[src/rtl/perf_event_monitor.sv]
// Event/cycle counters fed by the CPU debug strobes. Sticky overflow flags,
// a first-exception timestamp, and a one-cycle-latency read port.
module perf_event_monitor #(
  parameter int unsigned CNT_W = 32
) (
  input  logic             clk,
  input  logic             reset_n,
  input  logic             count_en,
  input  logic             debug_flush,
  input  logic             debug_is_bj,
  input  logic             debug_exception,
  input  logic             clr,
  input  logic             rd_req,
  input  logic [2:0]       rd_addr,
  output logic             rd_valid,
  output logic [CNT_W-1:0] rd_data
);

  localparam int unsigned NumCnt = 4;

  // Counter slots: 0 CYC, 1 FLUSH, 2 BJ, 3 EXC (same order as the STAT flags).
  logic [CNT_W-1:0]  cnt_q [NumCnt];
  logic [CNT_W-1:0]  cnt_d [NumCnt];
  logic [NumCnt-1:0] ovf_q, ovf_d;
  logic              ts_valid_q, ts_valid_d;
  logic [CNT_W-1:0]  exc_ts_q, exc_ts_d;
  logic              rd_valid_q;
  logic [CNT_W-1:0]  rd_data_q, rd_data_d;
  logic [NumCnt-1:0] cnt_hit;

  assign cnt_hit = {debug_exception, debug_is_bj, debug_flush, 1'b1};

  always_comb begin
    for (int i = 0; i < NumCnt; i++) begin
      cnt_d[i] = cnt_q[i];
    end
    ovf_d      = ovf_q;
    ts_valid_d = ts_valid_q;
    exc_ts_d   = exc_ts_q;

    if (clr) begin
      for (int i = 0; i < NumCnt; i++) begin
        cnt_d[i] = '0;
      end
      ovf_d      = '0;
      ts_valid_d = 1'b0;
      exc_ts_d   = '0;
    end else if (count_en) begin
      for (int i = 0; i < NumCnt; i++) begin
        if (cnt_hit[i]) begin
          cnt_d[i] = cnt_q[i] + CNT_W'(1);
          if (cnt_q[i] == '1) begin
            ovf_d[i] = 1'b1;
          end
        end
      end
      // Timestamp is the pre-increment cycle count of the first exception only.
      if (debug_exception && !ts_valid_q) begin
        exc_ts_d   = cnt_q[0];
        ts_valid_d = 1'b1;
      end
    end
  end

  // Read mux sees the state before this edge's update: snapshot at request time.
  always_comb begin
    rd_data_d = rd_data_q;
    if (rd_req) begin
      unique case (rd_addr)
        3'd0:    rd_data_d = cnt_q[0];
        3'd1:    rd_data_d = cnt_q[1];
        3'd2:    rd_data_d = cnt_q[2];
        3'd3:    rd_data_d = cnt_q[3];
        3'd4:    rd_data_d = CNT_W'({ts_valid_q, ovf_q});
        3'd5:    rd_data_d = exc_ts_q;
        default: rd_data_d = '0;
      endcase
    end
  end

  always_ff @(posedge clk or negedge reset_n) begin
    if (!reset_n) begin
      for (int i = 0; i < NumCnt; i++) begin
        cnt_q[i] <= '0;
      end
      ovf_q      <= '0;
      ts_valid_q <= 1'b0;
      exc_ts_q   <= '0;
      rd_valid_q <= 1'b0;
      rd_data_q  <= '0;
    end else begin
      for (int i = 0; i < NumCnt; i++) begin
        cnt_q[i] <= cnt_d[i];
      end
      ovf_q      <= ovf_d;
      ts_valid_q <= ts_valid_d;
      exc_ts_q   <= exc_ts_d;
      rd_valid_q <= rd_req;
      rd_data_q  <= rd_data_d;
    end
  end

  assign rd_valid = rd_valid_q;
  assign rd_data  = rd_data_q;

endmodule

[config.mk]
export PLATFORM = sky130hd
export DESIGN_NAME = perf_event_monitor
export DESIGN_NICKNAME = d
export VERILOG_FILES = /design/src/rtl/perf_event_monitor.sv
export SDC_FILE = /design/constraint.sdc
export NUM_CORES = 1
export LEC_CHECK = 0
export ABC_AREA = 1
export BUFFER_PORTS_ARGS = -buffer_cell sky130_fd_sc_hd__buf_2
export CORE_MARGIN = 3
export CORE_UTILIZATION = 48
export DETAILED_ROUTE_END_ITERATION = 8
export HOLD_SLACK_MARGIN = 0.06
export PLACE_DENSITY = 0.72
export SYNTH_ARGS = -nofsm -noshare
export SYNTH_HDL_FRONTEND = slang
export SYNTH_SLANG_ARGS = --single-unit
[constraint.sdc]
create_clock -name clk -period 2.5 [get_ports clk]
set_input_delay 0.25 -clock clk [delete_from_list [all_inputs] [get_ports clk]]
set_output_delay 0.25 -clock clk [all_outputs]
set_load 0.02 [all_outputs]
==> results of run 1 <==
timing repair:
item,CTS,global route
endpoints found under the hold margin,52,0
hold buffers,1,0
setup endpoints to repair,0,0
state kept, by name, indices dropped and copies added, names as in the netlist:
register and count:
ovf_q 4, ts_valid_q 1, exc_ts_q 32, rd_valid 1, rd_data 32, cnt_q 128
worst max-delay path, stage by stage, from the launching register on:
cell	delay, ps
dfrtp_1	380
ha_1	180
inv_1	50
nor2_1	300
nand3_4	200
nor2_2	300
nand3_1	170
a21oi_1	150
layer usage:
metal | vias to the layer above | routed length (um)
met2 | 437 | 15500
met5 | - | 0
met3 | 48 | 2336
met1 | 5035 | 15470
li1 | 5140 | -
met4 | 0 | 680
stage by stage:
step | area (um2) | setup WS, ps | hold slack [ps] | util
CTS | 12080 | 735.0 | 224.7 | 0.5453
global placement | 11530 | 706.0 | 283.2 | 0.5203
finish | 12080 | 688.7 | 239.1 | 0.5453
floorplan | 11010 | 1073 | -45.59 | -
global route | 12080 | 530.8 | 283.4 | 0.5453
detailed placement | 11530 | 690.1 | 277.5 | 0.5203
final cells by class:
class                   instances  area (um2)
repair buffers                 60       379.1
flip-flops and latches        198        4955
clock buffers                  19       442.9
clock inverters                13       101.3
fillers                      2179       10080
well taps                     280       350.3
inverters                     191       719.4
multi-input cells            1145        5136
final timing paths:
path	endpoint	from	slack [ps]	cells after the start
worst max-delay path	ovf_q[3]	cnt_q[1]	690	7
worst min-delay path	cnt_q[34]	debug_is_bj	240	5
worst max register to register	ovf_q[3]	cnt_q[1]	690	7
worst min register to register	rd_data[6]	rd_data[6]	480	2
max in group asynchronous	cnt_q[63]	reset_n	1410	3
min in group asynchronous	cnt_q[72]	reset_n	350	2
kinds of logic after synthesis:
group / count (synthesis)
AND/OR/NAND/NOR: 904
AO/OA/AOI/OAI: 237
adder cells (fa/ha/maj): 4
flip-flops: 198
buffers and inverters: 233
placed cells by master, fill, tap and decap left out, types with 4 or more instances in the layout:
cell	Yosys	layout
o22ai_1	60	60
clkbuf_16	0	17
nor2_4	8	8
ha_1	4	4
a21oi_1	90	90
nand2_1	429	429
nor3_1	22	22
nand3_1	134	134
inv_1	184	184
nand4_1	14	14
nand2_2	4	4
inv_2	6	5
buf_4	2	14
and2_1	5	5
nor2_1	267	267
clkinv_4	0	4
dfrtp_1	198	198
buf_2	14	42
o21ai_0	82	82
nor2_2	11	11
power by group through the flow:
| stage | Clock [mW] | Sequential [mW] | Combinational, mW |
|---|---|---|---|
| 6_report | 2.66 | 3.23 | 0.352 |
| 5_1_grt | 2.80 | 3.23 | 0.390 |
| 4_1_cts | 2.68 | 3.23 | 0.352 |
| 3_5_place_dp | 0 | 3.30 | 0.350 |
| 3_3_place_gp | 0 | 3.29 | 0.344 |
| 2_1_floorplan | 0 | 3.30 | 0.178 |
==> results_dict.tcl, run 1 <==
set metrics [dict create \
    synth_top_family_by_area "simple AND/OR/NAND/NOR gates" \
    power_frac_comb 0.056 \
    grtUsageTotal 0.2808 \
    seq_power_share 0.517 \
    cts.clk_slew.worst_paths_ps 70 \
    maxSlewViolCount 0 \
    p_leak_nw 5.352 \
    syn_avg_cell_area_um2 6.983 \
    gr-usage-met3 0.03382 \
    post_cts_buffers 0 \
    clockBufferDepth 2 \
    place_congestion 0.9789 \
    drv_cap 0 \
    syn_inst 1576 \
    timing.slew.headroom 0.5499 \
    antenna_cells 0 \
    synth_warnings 0 \
    grt_antenna_before_repair 0 \
    final_hold_viol_count 0 \
    arrival_ps 2190 \
    drc 0 \
    firstDrtPassIters 5 \
    switching_power_mw 1.636 \
    wl_per_cell_um 17.83 \
    rsz0062_at_grt "false" \
    netSwitchingFraction 0.2619 \
    syn-cell-area_mm2 0.01101 \
    synth_edf_count 0 \
    instances_no_fill 1906 \
    die_w_um 157.4 \
    yosys.area.top_type "dfrtp_1" \
    grt_max_degree 58 \
    synth.area.mux_share 0 \
    crit_fanout 6 \
    finalSetupViolations 0 \
    die-area_mm2 0.02478 \
    grt.busiest_layer "met2" \
    seq_area_frac_synth 0.4502 \
    grt_use_met1 0.4100 \
    antenna_left 0 \
    synth.most_common_cell "nand2_1" \
    p_per_area_mw_per_mm2 516.9 \
    cts.sinks 198 \
    drt_iter0_drc 1199 \
    status "completed" \
    clkPwrFrac 0.426 \
    drive_above_1_share 0.07811 \
    die_height_um 157.4 \
    nNetsFinal 1628 \
    core_mm2 0.02216 \
    cts_resized 0 \
    fin_crit_ps 1811 \
    hpwlAfterDp_mm 24.97 \
    synth-main-ff-cell "dfrtp_1" \
    ir_worst_vdd_mv 0.3478 \
    cts_tree "yes" \
    synth_seq_cells 198 \
    synth-simple-area-share 0.3465 \
    cts_buffers 17 \
    finClkSkew_ps 10.31 \
    initial_core_util 0.4966 \
    design_power_total_mw 6.247 \
    fin_crit_sh 0.7245 \
    cp.required_ps 2870 \
    critical_path.endpoint_type "flip-flop" \
    hp-class "in2reg" \
    row_count 54 \
    clock_latency_ps 450 \
    p_int_mw 4.611 \
    start_kind "flip-flop" \
    worstMarginPinSlew_ps 675.1 \
    synthTopCellsByCount "nand2_1 (429), nor2_1 (267), dfrtp_1 (198)" \
    wl_mm 33.99 \
    worstSetupPathType "reg2reg" \
    setup_tns_ps 0 \
    grt_pass1_vias 9724 \
    synth_xor_area_frac 0 \
    viasPerCell 5.593 \
    synth.area.top_cells "dfrtp_1 (45%), nand2_1 (15%), nor2_1 (9.1%)" \
    gr-usage-met2 0.4464 \
    synth-compound-area-share 0.1156 \
    grt_pass1_wl_mm 53.88 \
    synth_top_area_share 0.4502 \
    area_growth_pct 9.800 \
    place_inst 1873 \
    cts-htree-levels 4 \
    ys_async_sr_fraction 1.000 \
    clock-root-buffer "clkbuf_16" \
    port_buffers 43 \
    grt_overflow 0 \
    vias 10660 \
    boundaryPins 44 \
    synth_fa_ha_area_frac 0.004548 \
    synthesis.nets 1591 \
    fmax_mhz 552.1 \
    synth.distinct_cells 31 \
]
Power figures use the tool's default switching activity.
==> inputs of run 2 (changes only) <==
--- a/config.mk
+++ b/config.mk
@@ -11,7 +11,7 @@
 export CORE_UTILIZATION = 48
 export DETAILED_ROUTE_END_ITERATION = 8
 export HOLD_SLACK_MARGIN = 0.06
-export PLACE_DENSITY = 0.72
+export PLACE_DENSITY = 0.74
 export SYNTH_ARGS = -nofsm -noshare
 export SYNTH_HDL_FRONTEND = slang
 export SYNTH_SLANG_ARGS = --single-unit
==> constraint.sdc (replaced) <==
create_clock -name clk -period 1.6 [get_ports clk]
set_input_delay 0.16 -clock clk [delete_from_list [all_inputs] [get_ports clk]]
set_output_delay 0.16 -clock clk [all_outputs]
set_load 0.02 [all_outputs]
==> run 2 against run 1 <==
Net effect:
- wire length is essentially flat
- worst setup slack got worse by 670 ps
- register-to-register slack got worse by 670 ps
==> results_dict.tcl, run 2 (synthesis gave the netlist of run 1 again) <==
set metrics [dict create \
    status "completed" \
    firstDrtPassIters 5 \
    cp-startpoint "cnt_q[33]" \
    cp_slowest_stage_delay_ps 390 \
    worstSetupPathType "reg2reg" \
    r2r_cells 9 \
    drive_above_1_share 0.1392 \
    cts_tree "yes" \
    critPathSlowestCell "dfrtp_1" \
    final_hold_viol_count 0 \
    cts-htree-levels 4 \
    finalSetupViolations 0 \
    fin_hold_ws_ps 152.6 \
    crit_fanout 4 \
    boundaryPins 44 \
    critical_path.endpoint_type "flip-flop" \
    final_cell_mix "nand2_1 (420), nor2_1 (245), dfrtp_1 (191)" \
    place_congestion 0.9733 \
    crit_top_cell "nor2_4" \
    rsz0062_at_grt "true" \
    largest_register_ffs 128 \
    grt_pass1_wl_mm 53.90 \
    layout_commonest_cell "nand2_1" \
    maxSlewViolCount 0 \
    die-area_mm2 0.02478 \
    final_core_util 0.5838 \
    path_cells "ha_2, inv_2, nor2_4, buf_6, nand3_4, nor2_4, buf_2, o21ai_0, a21oi_1" \
    grt_antenna_before_repair 0 \
    cts.sinks 198 \
    clock_latency_ps 450 \
    start_kind "flip-flop" \
    area_growth_pct 17.55 \
    reg2reg_to "cnt_q[42]" \
    cts.clk_slew.worst_paths_ps 80 \
    hp-class "in2reg" \
    core_mm2 0.02216 \
    cts_buffers 17 \
    fin_crit_ps 1577 \
    drc 0 \
    row_count 54 \
    drt_iter0_drc 1323 \
    fin_crit_sh 0.9857 \
    crit_path_end "cnt_q[42]" \
    grt_overflow 0 \
    hpwlAfterDp_mm 24.85 \
    clock-root-buffer "clkbuf_16" \
    antenna_cells 0 \
    grt_max_degree 59 \
    regToRegStartpoint "cnt_q[33]" \
    largest_register "cnt_q" \
    timing.slew.headroom 0.7043 \
    wl_per_cell_um 17.27 \
    r2r_setup_slack_ps 20 \
    die_height_um 157.4 \
    fillCellCount 2069 \
    p_leak_nw 5.755 \
    grt_pass1_vias 10110 \
    nNetsFinal 1690 \
    vias 11000 \
    die_w_um 157.4 \
    cp.required_ps 1970 \
    port_buffers 43 \
    drv_cap 0 \
    ir_worst_vdd_mv 0.5803 \
    arrival_ps 1950 \
    antenna_left 0 \
    fmax_mhz 634.1 \
    initial_core_util 0.4966 \
    p_per_area_mw_per_mm2 783.8 \
    grtUsageTotal 0.2767 \
    worstMarginPinSlew_ps 442.8 \
    viasPerCell 5.588 \
    finClkSkew_ps 14.63 \
    clockBufferDepth 2 \
    wl_mm 33.99 \
]
run 2: cell count changes in the layout (fill, tap and decap cells not counted), moves of 3 or more:
cell,before,now
nor2_4,8,22
dfrtp_1,198,191
nand3_1,134,131
ha_1,4,1
nand3_4,3,6
buf_12,2,10
buf_4,14,64
dfrtp_2,0,7
nand2_1,429,420
nor2_2,11,19
nand2_2,4,12
nor2_1,267,245
run 2: layout make-up:
cell class	instances	area, um2	share of cell area
clock inverters	13	145.1	0.01122
flip-flops and latches	198	4964	0.3837
inverters	191	718.2	0.05551
multi-input cells	1145	5355	0.4139
clock buffers	19	452.9	0.03501
repair buffers	122	952.2	0.07360
well taps	280	350.3	0.02708
run 2: worst max-delay path: cells and delay by family (launching register included):
kind                       cells  cell delay (ps)
AOI/OAI and AO/OA              2              230
buffers and inverters          3              360
and+or+nand+nor                3              310
DFF                            1              390
adders and majority gates      1              210
run 2: timing repair:
item	4_1_cts	5_1_grt
hold buffers	2	0
endpoints found under the setup margin	13	72
gates cloned	0	0
hold endpoints to repair	134	0
setup buffers	0	13
pin swaps	0	21
gates resized for setup	3	66
run 2: worst min path at each step:
| stage | to | from | cells after the start |
|---|---|---|---|
| global route | cnt_q[98] | count_en | 3 |
| finish | cnt_q[98] | count_en | 3 |
| floorplan | cnt_q[0] | reset_n | 0 |
| global placement | cnt_q[66] | reset_n | 1 |
| CTS | cnt_q[98] | count_en | 3 |
| detailed placement | cnt_q[66] | reset_n | 1 |
run 2: where the power goes:
part	internal, mW	leakage (nW)	switching [mW]
clock network	2.41	0.292	2.05
registers	5.03	2.74	0.0211
logic	0.181	2.72	0.446
total	7.62	5.76	2.52
run 2: metrics by stage:
| stage | instance area [um2] | instances | setup slack, ps | power [mW] | setup TNS (ps) |
|---|---|---|---|---|---|
| 4_1_cts | 12600 | 1955 | 11.09 | 10.15 | 0 |
| 3_3_place_gp | 11980 | 1921 | -0.6349 | 5.738 | -0.6349 |
| 6_report | 12940 | 1968 | 22.89 | 10.14 | 0 |
| 2_1_floorplan | 11010 | 1576 | 172.9 | 5.439 | 0 |
| 3_5_place_dp | 11980 | 1921 | -86.21 | 5.749 | -438.8 |
| 5_1_grt | 12940 | 1968 | -63.62 | 10.46 | -364.5 |
run 2: metal layers:
layer	vias to the layer above	wire [um]	global-route usage
li1	5272	-	-
met1	5178	14960	0.3981
met2	478	15470	0.4276
met3	70	2604	0.05692
met4	0	956	0.07603
met5	-	0	0
==> inputs of run 3 (changes only) <==
==> constraint.sdc (replaced) <==
create_clock -name clk -period 1.6 [get_ports clk]
set_input_delay 0.24 -clock clk [delete_from_list [all_inputs] [get_ports clk]]
set_output_delay 0.24 -clock clk [all_outputs]
set_load 0.02 [all_outputs]
==> run 3 against run 2 <==
Net effect:
- die area unchanged
- via count grew 2.8%
- design area about the same
- count of clock-buffer cells in the layout increased by 2
- worst setup slack lost 16 ps
- combinational power increased by 2%
- first-iteration DRC count is 14% lower
- sequential share of layout area barely moved
- critical endpoint is now cnt_q[58]
==> results_dict.tcl, run 3 (synthesis gave the netlist of run 1 again) <==
set metrics [dict create \
    cts_buffers 17 \
    drv_cap 0 \
    final_core_util 0.5844 \
    nNetsFinal 1706 \
    ir_worst_vdd_mv 0.6269 \
    cts.sinks 198 \
    start_kind "flip-flop" \
    row_count 54 \
    core_mm2 0.02216 \
    min_to "rd_valid" \
    cts_tree "yes" \
    fin_area_mm2 0.01295 \
    clock-root-buffer "clkbuf_16" \
    timing.slew.headroom 0.6889 \
    vias 11300 \
    critical_path.endpoint_type "flip-flop" \
    fin_crit_ps 1593 \
    place_inst 1935 \
    grtUsageTotal 0.2790 \
    firstDrtPassIters 6 \
    wl_per_cell_um 17.33 \
    die_height_um 157.4 \
    status "completed" \
    worstMarginPinSlew_ps 466.0 \
    antenna_left 0 \
    grt_overflow 0 \
    maxSlewViolCount 0 \
    instances_no_fill 1983 \
    fin_hold_ws_ps 149.9 \
    die-area_mm2 0.02478 \
    initial_core_util 0.4966 \
    fmax_mhz 627.8 \
    hpwlAfterDp_mm 25.17 \
    place_congestion 1.000 \
    largest_register_ffs 128 \
    drive_above_1_share 0.1421 \
    hp-class "in2reg" \
    cts-htree-levels 4 \
    boundaryPins 44 \
    design_power_total_mw 9.746 \
    cp.required_ps 1940 \
    arrival_ps 1930 \
    wl_mm 34.36 \
    layout_commonest_cell "nand2_1" \
    finalSetupViolations 0 \
    clock_latency_ps 450 \
    fillCellCount 2047 \
    r2r_setup_slack_ps 7 \
    area_growth_pct 17.67 \
    r2r_cells 10 \
    regToRegStartpoint "cnt_q[33]" \
    final_hold_viol_count 0 \
    grt_pass1_vias 10150 \
    worstSetupPathType "reg2reg" \
    p_per_area_mw_per_mm2 752.6 \
    drc 0 \
    largest_register "cnt_q" \
    placed_cell_area_mm2 0.01209 \
    antenna_cells 0 \
    finClkSkew_ps 13.08 \
    rsz0062_at_grt "true" \
    port_buffers 43 \
    p_leak_nw 5.765 \
    drt_iter0_drc 1135 \
    cts.clk_slew.worst_paths_ps 70 \
    fin_crit_sh 0.9955 \
    grt_max_degree 53 \
    reg2reg_to "cnt_q[58]" \
    viasPerCell 5.700 \
    clockBufferDepth 2 \
    final_cell_mix "nand2_1 (426), nor2_1 (246), dfrtp_1 (192)" \
    holdPathStages 2 \
    grt_antenna_before_repair 1 \
    min_from "rd_req" \
    crit_fanout 7 \
    die_w_um 157.4 \
    grt_pass1_wl_mm 54.32 \
]
run 3: routing by layer:
layer | GRT usage | vias up | share of wire
met5 | 0 | - | 0.00038
met4 | 0.1037 | 2 | 0.038
met3 | 0.03904 | 90 | 0.086
met2 | 0.4227 | 576 | 0.44
met1 | 0.4090 | 5336 | 0.43
li1 | - | 5299 | -
run 3: worst max path at each step:
stage | startpoint | endpoint | slack [ps] | cells past startpoint
finish | cnt_q[33] | cnt_q[58] | 7 | 10
global route | cnt_q[33] | cnt_q[46] | -40 | 10
CTS | cnt_q[104] | cnt_q[111] | 10 | 7
detailed placement | cnt_q[1] | cnt_q[20] | -60 | 9
global placement | cnt_q[64] | cnt_q[86] | 8 | 8
floorplan | cnt_q[64] | cnt_q[86] | 170 | 8
run 3: worst max-delay path, stage by stage (launching register included):
cell	delay, ps
dfrtp_1	390
ha_2	210
inv_2	50
nor2_4	70
buf_6	120
nand3_4	80
nor2_4	250
buf_6	150
nand3_2	60
nand2_1	60
nor2_1	40
run 3: stage by stage:
step,worst slack [ps],setup TNS [ps]
2_1_floorplan,172.9,0
3_3_place_gp,7.595,0
3_5_place_dp,-56.53,-225.5
4_1_cts,13.28,0
5_1_grt,-43.88,-229.4
6_report,7.183,0
run 3: cell type report:
class | count | area (um2) | area share
multi-input combinational | 1147 | 5331 | 0.4117
clock inverter | 10 | 76.32 | 0.005894
sequential | 198 | 4962 | 0.3832
tap | 280 | 350.3 | 0.02705
timing repair buffer | 136 | 1061 | 0.08193
clock buffer | 21 | 450.4 | 0.03478
inverter | 191 | 718.2 | 0.05546
run 3: report_power, final:
group          total [mW]  switching [mW]  internal, mW
clock network        4.06            2.02          2.04
logic               0.638           0.449         0.189
registers            5.05          0.0187          5.03
run 3: repair_timing:
item / CTS / global route
hold endpoints to repair: 33 / 0
gates cloned: 0 / 2
hold buffers: 1 / 0
pin swaps: 0 / 14
setup buffers: 0 / 14
setup endpoints to repair: 12 / 82
gates resized for setup: 2 / 58
